### src/rtl/data_memory_pkg.sv
// ----------------------------------------------------------------------------
// data_memory_pkg
// Shared definitions for the data memory access controller.
//   - ADDR_W_DEF / DATA_W_DEF : default address and data widths
//   - state_t                 : controller states (ST_IDLE, ST_ACCESS)
//   - req_id_t                : requester identity (REQ_A = 0, REQ_B = 1)
// ----------------------------------------------------------------------------
package data_memory_pkg;

    localparam int ADDR_W_DEF = 8;
    localparam int DATA_W_DEF = 8;

    typedef enum logic {
        ST_IDLE   = 1'b0,
        ST_ACCESS = 1'b1
    } state_t;

    typedef enum logic {
        REQ_A = 1'b0,
        REQ_B = 1'b1
    } req_id_t;

endpackage

### src/rtl/rr_arbiter_2.sv
// ----------------------------------------------------------------------------
// rr_arbiter_2
// Two-way combinational pick. A lone request always wins. On a tie the
// requester that did not win last time is chosen (round-robin).
// Build option: define ARB_FIXED_PRIORITY_EN to make requester 0 win every
// tie; `last` is then ignored and requester 1 can starve.
// Ports:
//   req  [1:0] in   request vector, bit 0 = port A, bit 1 = port B
//   last       in   requester granted most recently
//   win  [1:0] out  one-hot winner, 2'b00 when no request
// ----------------------------------------------------------------------------
module rr_arbiter_2
    import data_memory_pkg::*;
(
    input  logic [1:0] req,
    input  req_id_t    last,
    output logic [1:0] win
);

    always_comb begin
        win = 2'b00;
        case (req)
            2'b01:   win = 2'b01;
            2'b10:   win = 2'b10;
`ifdef ARB_FIXED_PRIORITY_EN
            2'b11:   win = 2'b01;
`else
            2'b11:   win = (last == REQ_A) ? 2'b10 : 2'b01;
`endif
            default: win = 2'b00;
        endcase
    end

endmodule

### src/rtl/data_memory_arbiter.sv
// ----------------------------------------------------------------------------
// data_memory_arbiter
// Serialises read/write accesses from two requesters (A: CPU datapath,
// B: loader/debug) onto the single port of the 32 x 8-bit data memory.
// One access takes two cycles: IDLE (arbitrate, latch the winner's fields)
// then ACCESS (strobe the memory, capture read data). All outputs are
// registered.
// Build option: ARB_FIXED_PRIORITY_EN (see rr_arbiter_2) selects fixed
// priority for port A instead of round-robin.
// Ports:
//   clock              in   system clock, rising edge
//   clear_n            in   asynchronous active-low reset
//   req_a / req_b      in   access request, held stable until gnt
//   we_a / we_b        in   1 = write, 0 = read
//   addr_a / addr_b    in   access address (ADDR_W)
//   wdata_a / wdata_b  in   write data (DATA_W)
//   gnt_a / gnt_b      out  one-cycle pulse, request accepted
//   rvalid_a/rvalid_b  out  one-cycle pulse, rdata_x holds the read result
//   rdata_a / rdata_b  out  read data, held until that port's next read
//   mem_read           out  memory read strobe
//   mem_write          out  memory write strobe
//   mem_addr           out  memory address
//   mem_wdata          out  memory write data
//   mem_rdata          in   memory read data (combinational read)
// ----------------------------------------------------------------------------
module data_memory_arbiter
    import data_memory_pkg::*;
#(
    parameter int ADDR_W = ADDR_W_DEF,
    parameter int DATA_W = DATA_W_DEF
) (
    input  logic              clock,
    input  logic              clear_n,
    input  logic              req_a,
    input  logic              we_a,
    input  logic [ADDR_W-1:0] addr_a,
    input  logic [DATA_W-1:0] wdata_a,
    input  logic              req_b,
    input  logic              we_b,
    input  logic [ADDR_W-1:0] addr_b,
    input  logic [DATA_W-1:0] wdata_b,
    output logic              gnt_a,
    output logic              gnt_b,
    output logic              rvalid_a,
    output logic              rvalid_b,
    output logic [DATA_W-1:0] rdata_a,
    output logic [DATA_W-1:0] rdata_b,
    output logic              mem_read,
    output logic              mem_write,
    output logic [ADDR_W-1:0] mem_addr,
    output logic [DATA_W-1:0] mem_wdata,
    input  logic [DATA_W-1:0] mem_rdata
);

    state_t            state, state_d;
    req_id_t           last, last_d;
    req_id_t           owner, owner_d;   // requester served by the current access
    logic [1:0]        win;

    logic              gnt_a_d, gnt_b_d;
    logic              rvalid_a_d, rvalid_b_d;
    logic [DATA_W-1:0] rdata_a_d, rdata_b_d;
    logic              mem_read_d, mem_write_d;
    logic [ADDR_W-1:0] mem_addr_d;
    logic [DATA_W-1:0] mem_wdata_d;

    logic              sel_we;
    logic [ADDR_W-1:0] sel_addr;
    logic [DATA_W-1:0] sel_wdata;

    rr_arbiter_2 u_pick (
        .req  ({req_b, req_a}),
        .last (last),
        .win  (win)
    );

    // Fields of the winning requester (win is one-hot when non-zero).
    always_comb begin
        sel_we    = win[1] ? we_b    : we_a;
        sel_addr  = win[1] ? addr_b  : addr_a;
        sel_wdata = win[1] ? wdata_b : wdata_a;
    end

    // Next-state and next-output logic. Strobes and pulses default low so
    // they last exactly one cycle; address/data/read results hold.
    always_comb begin
        state_d     = state;
        last_d      = last;
        owner_d     = owner;
        gnt_a_d     = 1'b0;
        gnt_b_d     = 1'b0;
        rvalid_a_d  = 1'b0;
        rvalid_b_d  = 1'b0;
        rdata_a_d   = rdata_a;
        rdata_b_d   = rdata_b;
        mem_read_d  = 1'b0;
        mem_write_d = 1'b0;
        mem_addr_d  = mem_addr;
        mem_wdata_d = mem_wdata;

        case (state)
            ST_IDLE: begin
                if (win != 2'b00) begin
                    owner_d     = win[1] ? REQ_B : REQ_A;
                    last_d      = win[1] ? REQ_B : REQ_A;
                    gnt_a_d     = win[0];
                    gnt_b_d     = win[1];
                    mem_write_d = sel_we;
                    mem_read_d  = ~sel_we;
                    mem_addr_d  = sel_addr;
                    mem_wdata_d = sel_wdata;
                    state_d     = ST_ACCESS;
                end
            end

            ST_ACCESS: begin
                // Requests are ignored here; the memory commits a write on the
                // closing edge, a read is captured on the same edge.
                if (mem_read) begin
                    if (owner == REQ_B) begin
                        rdata_b_d  = mem_rdata;
                        rvalid_b_d = 1'b1;
                    end else begin
                        rdata_a_d  = mem_rdata;
                        rvalid_a_d = 1'b1;
                    end
                end
                state_d = ST_IDLE;
            end

            default: state_d = ST_IDLE;
        endcase
    end

    // Register stage. An asynchronous reset in ACCESS drops mem_write at
    // once, so the memory never commits an aborted write.
    always_ff @(posedge clock or negedge clear_n) begin
        if (!clear_n) begin
            state     <= ST_IDLE;
            last      <= REQ_B;
            owner     <= REQ_A;
            gnt_a     <= 1'b0;
            gnt_b     <= 1'b0;
            rvalid_a  <= 1'b0;
            rvalid_b  <= 1'b0;
            rdata_a   <= '0;
            rdata_b   <= '0;
            mem_read  <= 1'b0;
            mem_write <= 1'b0;
            mem_addr  <= '0;
            mem_wdata <= '0;
        end else begin
            state     <= state_d;
            last      <= last_d;
            owner     <= owner_d;
            gnt_a     <= gnt_a_d;
            gnt_b     <= gnt_b_d;
            rvalid_a  <= rvalid_a_d;
            rvalid_b  <= rvalid_b_d;
            rdata_a   <= rdata_a_d;
            rdata_b   <= rdata_b_d;
            mem_read  <= mem_read_d;
            mem_write <= mem_write_d;
            mem_addr  <= mem_addr_d;
            mem_wdata <= mem_wdata_d;
        end
    end

endmodule

### config.mk
export PLATFORM = sky130hd
export DESIGN_NAME = data_memory_arbiter
export DESIGN_NICKNAME = d
export VERILOG_FILES = /design/src/rtl/data_memory_pkg.sv /design/src/rtl/rr_arbiter_2.sv /design/src/rtl/data_memory_arbiter.sv
export SDC_FILE = /design/constraint.sdc
export NUM_CORES = 1
export LEC_CHECK = 0
export ABC_AREA = 1
export ABC_CLOCK_PERIOD_IN_PS = 1600
export BUFFER_PORTS_ARGS = -buffer_cell sky130_fd_sc_hd__buf_4
export CORE_ASPECT_RATIO = 0.75
export CORE_UTILIZATION = 30
export DETAILED_ROUTE_END_ITERATION = 7
export GPL_TIMING_DRIVEN = 1
export PLACE_DENSITY_LB_ADDON = 0.1
export SLEW_MARGIN = 20
export SYNTH_ARGS = -nofsm -noshare
export SYNTH_HDL_FRONTEND = slang
export SYNTH_HIERARCHICAL = 1
export SYNTH_SLANG_ARGS = --single-unit
export TNS_END_PERCENT = 10
### constraint.sdc
create_clock -name clock -period 1.6 [get_ports clock]
set_input_delay 0.08 -clock clock [delete_from_list [all_inputs] [get_ports clock]]
set_output_delay 0.08 -clock clock [all_outputs]
set_load 0.02 [all_outputs]
# Word-level counts from Yosys, hierarchy flattened
# Index checks and enable logic that the tools add are counted.
# word_totals
word_cells	45
regBits	41
output_inout_bits	38
# classes
eq_ne	3
muxes	22
reduce_logical	4
bitwise	3
# ops
op	count
two-way mux 1 bit	17
two-way mux 8 bit	2
one-hot mux 2 bit (3 select lines)	1
AND reduction 3 bit	2
== test 2 bit, second input constant	2
NOT 1 bit	3
== test 2 x 1 -> 1 bit, second input constant	1
two-way mux 2 bit	1
one-hot mux 1 bit (2 select lines)	1
AND reduction 2 bit	1
nonzero test 2 bit	1

# Longest topological paths before layout
# Gate-level depths: netlist of run 1.
# logic_depth
ltp_word	6
mapped_depth	8
ltp_nobuf	7

# Hierarchy
# Netlist of run 1, hierarchy kept.
# modules_own_cells
mod	area_per_inst_um2	cells_per_inst	n_inst
data_memory_arbiter	1878.1	217	1
rr_arbiter_2	21.3	5	1

# Least setup slack after synthesis of run 1
# OpenSTA, ideal clock, no wires.
# synth_path
path_kind	reg-to-reg
startpoint	reg last
endpoint	reg mem_addr[7]
period_less_slack_ps	1265
path_stages_with_launch	7
required_ps	1484
path_buffers	2
t_arrival_ps	1149
setup_slack_ps	335
path_cell_list	dfstp_2 -> a21oi_1 -> nand2_2 -> buf_6 -> buf_6 -> nand3_2 -> nand2_1
# synth_via
elab_chain_len	4
word_cells_on_any_way	5
cone_classes	mux (3); reduce/logical (2)
# synth_lines
element	line_no	rtl
from (decl)	data_memory_arbiter.sv:56	req_id_t last, last_d;
from (signal assigned)	data_memory_arbiter.sv:154	last <= last_d;
two-way mux 2 bit (*)	rr_arbiter_2.sv:28	2'b11: win = (last == REQ_A) ? 2'b10 : 2'b01;
one-hot mux 2 bit (3 select lines) (*)	rr_arbiter_2.sv:22	case (req)
named net win[1]	data_memory_arbiter.sv:58	logic [1:0] win;
nonzero test 2 bit	data_memory_arbiter.sv:103	if (win != 2'b00) begin
AND reduction 2 bit (no source line)	--	
to (signal assigned)	data_memory_arbiter.sv:164	mem_addr <= mem_addr_d;
to (decl)	data_memory_arbiter.sv:50	output logic [ADDR_W-1:0] mem_addr,
# The timed path passes the listed nets; every way through them passes the cells marked *.
# A chain may end at the register's enable or synchronous reset.

# Worst setup path after layout of run 1
# layout_path
startpoint	reg last
endpoint	reg mem_wdata[7]
# layout_via
elab_chain_len	4
word_cells_on_any_way	5
cone_classes	mux (3); reduce/logical (2)
# layout_lines
element	line_no	rtl
two-way mux 2 bit	rr_arbiter_2.sv:28	
one-hot mux 2 bit (3 select lines)	rr_arbiter_2.sv:22	
named net win[0]	data_memory_arbiter.sv:58	
nonzero test 2 bit	data_memory_arbiter.sv:103	
AND reduction 2 bit (no source line)	--	
to (signal assigned)	data_memory_arbiter.sv:165	mem_wdata <= mem_wdata_d;
to (decl)	data_memory_arbiter.sv:51	output logic [DATA_W-1:0] mem_wdata,
# The timed path passes the listed nets, and every way through them passes these cells.

==> results.sh, run 1 <==
export IMPL_outcome="finished, final reports clean"
export IMPL_tightest_slew_ns=0.531
export IMPL_end_kind="flip-flop"
export IMPL_vdd_drop_max_v=0.000544
export IMPL_dieWidth_um=93.9
export IMPL_fmax_mhz=730
export IMPL_numCtsBuffers=5
export IMPL_critPathMaxStageDelay_ns=0.55
export IMPL_yosys_warnings=6
export IMPL_swShare=0.417
export IMPL_rsz0062_at_grt="no"
export IMPL_core_um2=5950
export IMPL_syn_to_final_growth_pct=41.1
export IMPL_grt_pass1_wl_mm=7.70
export IMPL_ant_nets=0
export IMPL_antenna_found_initial=0
export IMPL_final_seq_area_um2=1030
export IMPL_clk_path_buf_depth=2
export IMPL_dp_hpwl_mm=3.52
export IMPL_nNetsFinal=356
export IMPL_netlist_area_um2=1900
export IMPL_portBuffers=83
export IMPL_critPathKind="reg -> reg"
export IMPL_cts_setup_buffers=0
export IMPL_firstDrtPassIters=4
export IMPL_fin_cells=389
export IMPL_nFillCells=628
export IMPL_final_area_um2=2680
export IMPL_path_clk_slew_ns=0.08
export IMPL_drt_iter0_drc=76
export IMPL_hold_depth=3
export IMPL_internal_power_mw=2.75
export IMPL_initial_core_util=0.319
export IMPL_path_max_fanout=19
export IMPL_required_ns=1.83
export IMPL_antenna_cells=0
export IMPL_vias=1647
export IMPL_hold_violations=0
export IMPL_syn_num_nets=268
export IMPL_synth_edff_count=0
export IMPL_setup_viol=0
export IMPL_clock_skew_ns=0.00539
export IMPL_grt_max_degree=42
export IMPL_clkPwrFrac=0.138
export IMPL_worst_setup_path_start_kind="flip-flop"
export IMPL_ios=84
export IMPL_arrival_ns=1.60
export IMPL_synth_most_common_cell="nand2_1"
export IMPL_drc_errors=0
export IMPL_drv_slew=0
export IMPL_multi_input_area_um2=756
export IMPL_die_h_um=70.9
export IMPL_tns_ns=0
export IMPL_maxCapViolations=0
export IMPL_yosys_area_top_type_share=0.527
export IMPL_critPathMostFrequentCell="nand2_1"
export IMPL_grt_usage=0.151
export IMPL_slew_headroom=0.646
export IMPL_p_seq_frac=0.385
export IMPL_cts_tree="done"
export IMPL_fin_crit_ns=1.37
export IMPL_vias_per_cell=4.23
export IMPL_drt_total_wl_mm=4.72
export IMPL_period_share=0.856
export IMPL_crit_chain="nand3_1, nand2_1, nand2_4, nand2_4, nand2_1, nand2_1"
export IMPL_synthCells=222
export IMPL_place_inst=379
export IMPL_synth_avg_cell_area_um2=8.56
export IMPL_place_congestion=0.687
export IMPL_grt_pass1_vias=1569
export IMPL_wl_per_cell_um=12.1
export IMPL_power_leakage_nw=1.51
export IMPL_worstRegToRegCells=6
export IMPL_ys_async_sr_fraction=1.00
export IMPL_numClockSinks=41
export IMPL_ctsHoldBuffers=2
export IMPL_rows=24
export IMPL_cts_root_buf="clkbuf_8"
export IMPL_die_area_um2=6660
export IMPL_ys_top_cells_by_area="dfrtp_1 53%, nand2_1 23%, nand3_2 4.2%, nand2_2 3.0%, nand3_1 2.6%"
export IMPL_switchingPower_mw=1.96
export IMPL_cts_resized=0
export IMPL_synth_common_cells="118 x nand2_1, 40 x dfrtp_1, 10 x nand3_1"
export IMPL_p_per_area_nw_per_um2=1760
export IMPL_ys_seq_area_frac=0.541
export IMPL_ys_flop_type="dfrtp_1"
export IMPL_yosys_area_top_type="dfrtp_1"
export IMPL_worstHoldPathType="in -> reg"
export IMPL_place_area_um2=2580
export IMPL_clkLatencyLatePin_ns=0.29
export IMPL_drive_gt1_frac=0.389
export IMPL_grt_overflow=0
export IMPL_synth_seq_cells=41
export IMPL_ys_types=20
export IMPL_htreeDepth=2
export IMPL_combPwrFrac=0.477
export IMPL_crit_slowest_cell="dfstp_2"
export IMPL_post_route_util=0.451
placed cells by master (no fill, tap or decap):
master	count
nand3_4	1
nand2_2	9
clkinv_2	2
a21oi_2	1
dfstp_2	1
nand2_1	118
buf_4	88
nand4_1	8
nand3_2	8
nand2_4	2
o21ai_0	2
o21ai_1	2
nand3_1	10
dlygate4sd3_1	2
nor2_1	2
clkbuf_1	1
dfrtp_1	40
clkbuf_8	5
inv_2	3
inv_4	1
inv_1	5
cell type report:
type	instances	area share
flip-flops and latches	41	0.383
multi-input cells	163	0.282
repair buffers	90	0.254
well taps	78	0.0364
clock buffers	6	0.0271
inverters	9	0.0135
clock inverters	2	0.00373
state kept, by name, summed over array words and instances (netlist names):
signal and cells:
gnt_a 1, mem_read 1, rdata_a 8, state 1, mem_write 1, gnt_b 1, rvalid_a 1, owner 1
mem_wdata 8, last 1, rvalid_b 1, mem_addr 8, rdata_b 8
worst paths after layout:
path | from | slack (ns) | end
worst min-delay path | mem_rdata[2] | 0.005 | rdata_b[2]$_DFFE_PN0P_
worst min register to register | rdata_a[2]$_DFFE_PN0P_ | 0.48 | rdata_a[2]$_DFFE_PN0P_
min in group asynchronous | clear_n | 0.31 | rdata_a[2]$_DFFE_PN0P_
worst max-delay path | last$_DFFE_PN1P_ | 0.23 | mem_wdata[7]$_DFFE_PN0P_
worst max register to register | last$_DFFE_PN1P_ | 0.23 | mem_wdata[7]$_DFFE_PN0P_
max in group asynchronous | clear_n | 0.91 | last$_DFFE_PN1P_
worst max-delay path: cells and delay by family (launching register included):
kind / cells / cell delay, ns
and+or+nand+nor: 6 / 0.76
DFF: 1 / 0.55
power groups by stage:
stage,clock (mW),combinational (mW),sequential (mW)
after global placement,0,2.26,1.84
after detailed placement,0,2.29,1.83
after CTS,0.676,2.29,1.82
after floorplan,0,0.843,2.30
after global routing,0.720,2.47,1.88
final,0.650,2.25,1.81
per-layer routing:
metal	up-vias	wire length, um	global-route usage	share of wire
met1	719	2550	0.237	0.54
met5	-	0	0	0
met2	52	1830	0.198	0.39
met3	2	319	0.0441	0.068
met4	0	15	0.0410	0.0032
li1	874	-	-	-
logic make-up (layout without fill, tap and decap cells):
group	count (synthesis)	after routing	share of synthesized area
AOI/OAI and AO/OA	5	5	0.0132
DFF	41	41	0.541
buffers and inverters	18	107	0.0632
and+or+nand+nor	158	158	0.383
stage by stage:
stage	hold slack [ns]	worst slack (ns)	total power, mW
3_5_place_dp	0.103	0.212	4.12
5_1_grt	0.000297	0.130	5.07
3_3_place_gp	0.101	0.273	4.10
4_1_cts	0.000446	0.199	4.79
6_report	0.00526	0.231	4.71
2_1_floorplan	-0.216	0.335	3.15
Power figures use the tool's default switching activity.
==> inputs of run 2 (changes only) <==
Settings changed: CORE_UTILIZATION 30 to 47.
==> results.sh, run 2 (synthesis results as in run 1) <==
export IMPL_clock_skew_ns=0.00512
export IMPL_nFillCells=348
export IMPL_tightest_slew_ns=0.513
export IMPL_power_leakage_nw=1.51
export IMPL_final_cell_mix="118 x nand2_1, 87 x buf_4, 40 x dfrtp_1"
export IMPL_drive_gt1_frac=0.388
export IMPL_ant_nets=0
export IMPL_layout_commonest_cell="nand2_1"
export IMPL_critPathMostFrequentCell="nand2_1"
export IMPL_critPathMaxStageDelay_ns=0.55
export IMPL_grt_max_degree=42
export IMPL_crit_chain="nand3_1, nand2_1, nand2_4, nand2_4, nand2_1, nand2_1"
export IMPL_p_total_mw=4.71
export IMPL_maxCapViolations=0
export IMPL_hold_start="mem_rdata[4]"
export IMPL_vias=1747
export IMPL_die_area_um2=4300
export IMPL_clkLatencyLatePin_ns=0.28
export IMPL_portBuffers=83
export IMPL_antenna_found_initial=0
export IMPL_wl_per_cell_um=12.6
export IMPL_path_clk_slew_ns=0.07
export IMPL_required_ns=1.82
export IMPL_hold_slack_ns=0.00673
export IMPL_worstRegToRegCells=6
export IMPL_final_seq_area_um2=1030
export IMPL_multi_input_area_um2=756
export IMPL_arrival_ns=1.62
export IMPL_clk_path_buf_depth=2
export IMPL_cts_tree="done"
export IMPL_end_kind="flip-flop"
export IMPL_place_area_um2=2540
export IMPL_p_per_area_nw_per_um2=1790
export IMPL_ios=84
export IMPL_nNetsFinal=354
export IMPL_dp_hpwl_mm=3.34
export IMPL_rows=19
export IMPL_rsz0062_at_grt="no"
export IMPL_setup_viol=0
export IMPL_crit_slowest_cell="dfstp_2"
export IMPL_hold_violations=0
export IMPL_worst_setup_path_start_kind="flip-flop"
export IMPL_antenna_cells=0
export IMPL_period_share=0.874
export IMPL_drc_errors=0
export IMPL_outcome="finished, final reports clean"
export IMPL_htreeDepth=2
export IMPL_vias_per_cell=4.84
export IMPL_numClockSinks=41
export IMPL_wl_met1_mm=2.12
export IMPL_rrSetupSlack_ns=0.20
export IMPL_die_h_um=57.1
export IMPL_hold_end="rdata_b[4]$_DFFE_PN0P_"
export IMPL_cts_root_buf="clkbuf_8"
export IMPL_dieWidth_um=75.4
export IMPL_numCtsBuffers=5
export IMPL_drv_slew=0
export IMPL_setup_worst_path_start="last$_DFFE_PN1P_"
export IMPL_place_congestion=0.783
export IMPL_wl_met2_mm=2.10
export IMPL_critPathKind="reg -> reg"
export IMPL_cts_setup_buffers=0
export IMPL_drt_total_wl_mm=4.56
export IMPL_firstDrtPassIters=4
export IMPL_core_um2=3760
export IMPL_vdd_drop_max_v=0.00120
export IMPL_grt_pass1_vias=1680
export IMPL_drt_iter0_drc=104
export IMPL_slew_headroom=0.658
export IMPL_grt_usage=0.231
export IMPL_tns_ns=0
export IMPL_grt_pass1_wl_mm=7.47
export IMPL_grt_overflow=0
export IMPL_hold_depth=3
export IMPL_final_area_um2=2630
export IMPL_fin_crit_ns=1.40
export IMPL_r2r_start="last$_DFFE_PN1P_"
export IMPL_r2r_end="mem_wdata[6]$_DFFE_PN0P_"
export IMPL_fmax_mhz=715
export IMPL_path_max_fanout=19
export IMPL_initial_core_util=0.506
export IMPL_worstHoldPathType="in -> reg"
export IMPL_wl_met3_um=309
export IMPL_syn_to_final_growth_pct=38.5
export IMPL_highest_layer="met4"
-- run 2: cell count changes in the layout (fill, tap and decap cells not counted), sizes merged --
cell         change
buf              -1
dlygate4sd3      -1
-- run 2: stage by stage --
stage	cells	utilization	worst slack, ns
4_1_cts	361	0.700	0.182
5_1_grt	361	0.700	0.0889
3_5_place_dp	352	0.676	0.218
6_report	361	0.700	0.201
2_1_floorplan	222	-	0.335
3_3_place_gp	352	0.676	0.279
-- run 2: critical path: cells and delay by family, from the launching register on --
kind	cells	cell delay [ns]
simple gates	6	0.79
flops	1	0.55
-- run 2: repair_timing --
action / CTS / global route
hold endpoints to repair: 40 / 0
hold buffers: 1 / 0
resized for setup: 0 / 0
-- run 2: report_power, final --
part,internal (mW),total [mW],switching (mW)
logic,0.928,2.26,1.33
registers,1.51,1.82,0.317
clock network,0.302,0.628,0.326
total,2.74,4.71,1.98
-- run 2: cell type report --
| type | instances | share of cell area |
|---|---|---|
| Clock buffer | 6 | 0.0276 |
| Clock inverter | 2 | 0.00381 |
| Inverter | 9 | 0.0138 |
| Tap cell | 52 | 0.0247 |
| Sequential cell | 41 | 0.391 |
| Timing Repair Buffer | 88 | 0.252 |
| Multi-Input combinational cell | 163 | 0.287 |
-- run 2: per-layer routing --
metal	vias to the layer above	GRT usage
li1	869	-
met1	807	0.337
met2	66	0.355
met3	5	0.0459
met4	0	0.0635
met5	-	0
-- run 2: how the worst max path moves through the flow --
stage,to,depth (start not counted)
3_3_place_gp,mem_addr[3]$_DFFE_PN0P_,6
3_5_place_dp,mem_wdata[6]$_DFFE_PN0P_,6
6_report,mem_wdata[6]$_DFFE_PN0P_,6
5_1_grt,mem_wdata[6]$_DFFE_PN0P_,6
2_1_floorplan,mem_addr[7]$_DFFE_PN0P_,6
4_1_cts,mem_wdata[6]$_DFFE_PN0P_,6
==> inputs of run 3 (changes only) <==
Settings changed: MAX_ROUTING_LAYER set to met4, RECOVER_POWER set to 50.
==> results.sh, run 3 (synthesis results as in run 1) <==
export IMPL_outcome="finished, final reports clean"
export IMPL_p_per_area_nw_per_um2=1770
export IMPL_numCtsBuffers=5
export IMPL_syn_to_final_growth_pct=34.6
export IMPL_portBuffers=83
export IMPL_worst_setup_path_start_kind="flip-flop"
export IMPL_cts_tree="done"
export IMPL_initial_core_util=0.506
export IMPL_rows=19
export IMPL_grt_usage=0.238
export IMPL_clock_skew_ns=0.00355
export IMPL_setup_viol=0
export IMPL_firstDrtPassIters=4
export IMPL_tns_ns=0
export IMPL_antenna_found_initial=0
export IMPL_die_h_um=57.1
export IMPL_worstHoldPathType="in -> reg"
export IMPL_period_share=0.882
export IMPL_grt_use_met1=0.333
export IMPL_clk_path_buf_depth=2
export IMPL_end_kind="flip-flop"
export IMPL_vias=1713
export IMPL_numClockSinks=41
export IMPL_slew_headroom=0.339
export IMPL_drv_slew=0
export IMPL_nNetsFinal=354
export IMPL_ctsHoldBuffers=1
export IMPL_power_leakage_nw=1.43
export IMPL_antenna_cells=0
export IMPL_clkLatencyLatePin_ns=0.28
export IMPL_gr_usage_met3=0.0477
export IMPL_dp_hpwl_mm=3.34
export IMPL_drc_errors=0
export IMPL_vias_per_cell=4.75
export IMPL_critPathKind="reg -> reg"
export IMPL_hold_violations=0
export IMPL_drt_total_wl_mm=4.53
export IMPL_grt_busiest_layer="met2"
export IMPL_arrival_ns=1.63
export IMPL_pre_cts_ws_ns=0.218
export IMPL_dieWidth_um=75.4
export IMPL_r2r_start="last$_DFFE_PN1P_"
export IMPL_drt_iter0_drc=92
export IMPL_layout_commonest_cell="nand2_1"
export IMPL_setup_worst_path_start="last$_DFFE_PN1P_"
export IMPL_fmax_mhz=708
export IMPL_place_congestion=0.794
export IMPL_ant_nets=0
export IMPL_cts_root_buf="clkbuf_8"
export IMPL_final_cell_mix="118 x nand2_1, 67 x buf_4, 40 x dfrtp_1"
export IMPL_core_um2=3760
export IMPL_drive_gt1_frac=0.327
export IMPL_fin_crit_ns=1.41
export IMPL_htreeDepth=2
export IMPL_tightest_slew_ns=0.992
export IMPL_cts_setup_buffers=0
export IMPL_grt_pass1_vias=1681
export IMPL_ios=84
export IMPL_grt_max_degree=42
export IMPL_wl_per_cell_um=12.6
export IMPL_grt_pass1_wl_mm=7.46
export IMPL_path_clk_slew_ns=0.07
export IMPL_grt_overflow=0
export IMPL_maxCapViolations=0
export IMPL_path_max_fanout=19
export IMPL_hold_start="mem_rdata[4]"
export IMPL_die_area_um2=4300
export IMPL_vdd_drop_max_v=0.00117
export IMPL_required_ns=1.82
export IMPL_grtUsageMet2=0.357
export IMPL_rsz0062_at_grt="no"
export IMPL_worst_slack_ns=0.188
export IMPL_cts_resized=0
-- run 3: cell count changes in the layout (fill, tap and decap cells not counted) --
cell	delta
buf_4	-20
clkbuf_1	+19
clkbuf_2	+1
-- run 3: stage by stage --
stage               hold slack [ns]  instances   util  power [mW]  instance area, um^2
floorplan                    -0.216        222      -        3.15                 1900
global placement             0.0824        352  0.676        4.05                 2540
detailed placement           0.0880        352  0.676        4.11                 2540
CTS                         0.00118        361  0.700        4.74                 2630
global route               0.000355        361  0.681        4.86                 2560
finish                      0.00611        361  0.681        4.53                 2560
-- run 3: final timing paths --
| kind | endpoint | slack (ns) | cells after the start |
|---|---|---|---|
| worst min-delay path | rdata_b[4]$_DFFE_PN0P_ | 0.006 | 3 |
| worst max register to register | mem_wdata[6]$_DFFE_PN0P_ | 0.19 | 6 |
| worst min register to register | rdata_a[7]$_DFFE_PN0P_ | 0.47 | 2 |
| min in group asynchronous | mem_addr[3]$_DFFE_PN0P_ | 0.51 | 2 |
| worst max-delay path | mem_wdata[6]$_DFFE_PN0P_ | 0.19 | 6 |
| max in group asynchronous | mem_read$_DFF_PN0_ | 0.48 | 2 |
-- run 3: cell type report --
| type | instances | area [um^2] |
|---|---|---|
| clock inverters | 2 | 10.0 |
| flip-flops and latches | 41 | 1030 |
| well taps | 52 | 65.1 |
| multi-input cells | 163 | 756 |
| fillers | 364 | 1200 |
| inverters | 9 | 36.3 |
| clock buffers | 6 | 72.6 |
| repair buffers | 88 | 589 |
-- run 3: metal layers --
layer	part of all wire	up-vias
met1	0.48	784
met2	0.46	58
met5	0	-
met4	0.0031	0
met3	0.051	2
li1	-	869
-- run 3: critical path: stages, from the launching register on --
cell and delay, ns:
dfstp_2 0.55, nand3_1 0.08, nand2_1 0.13, nand2_4 0.19
nand2_4 0.24, nand2_1 0.09, nand2_1 0.07
-- run 3: power breakdown --
| part | leakage, nW | internal, mW | total [mW] | switching [mW] |
|---|---|---|---|---|
| registers | 0.505 | 1.51 | 1.82 | 0.310 |
| logic | 0.883 | 0.762 | 2.09 | 1.33 |
| clock network | 0.0450 | 0.302 | 0.620 | 0.318 |
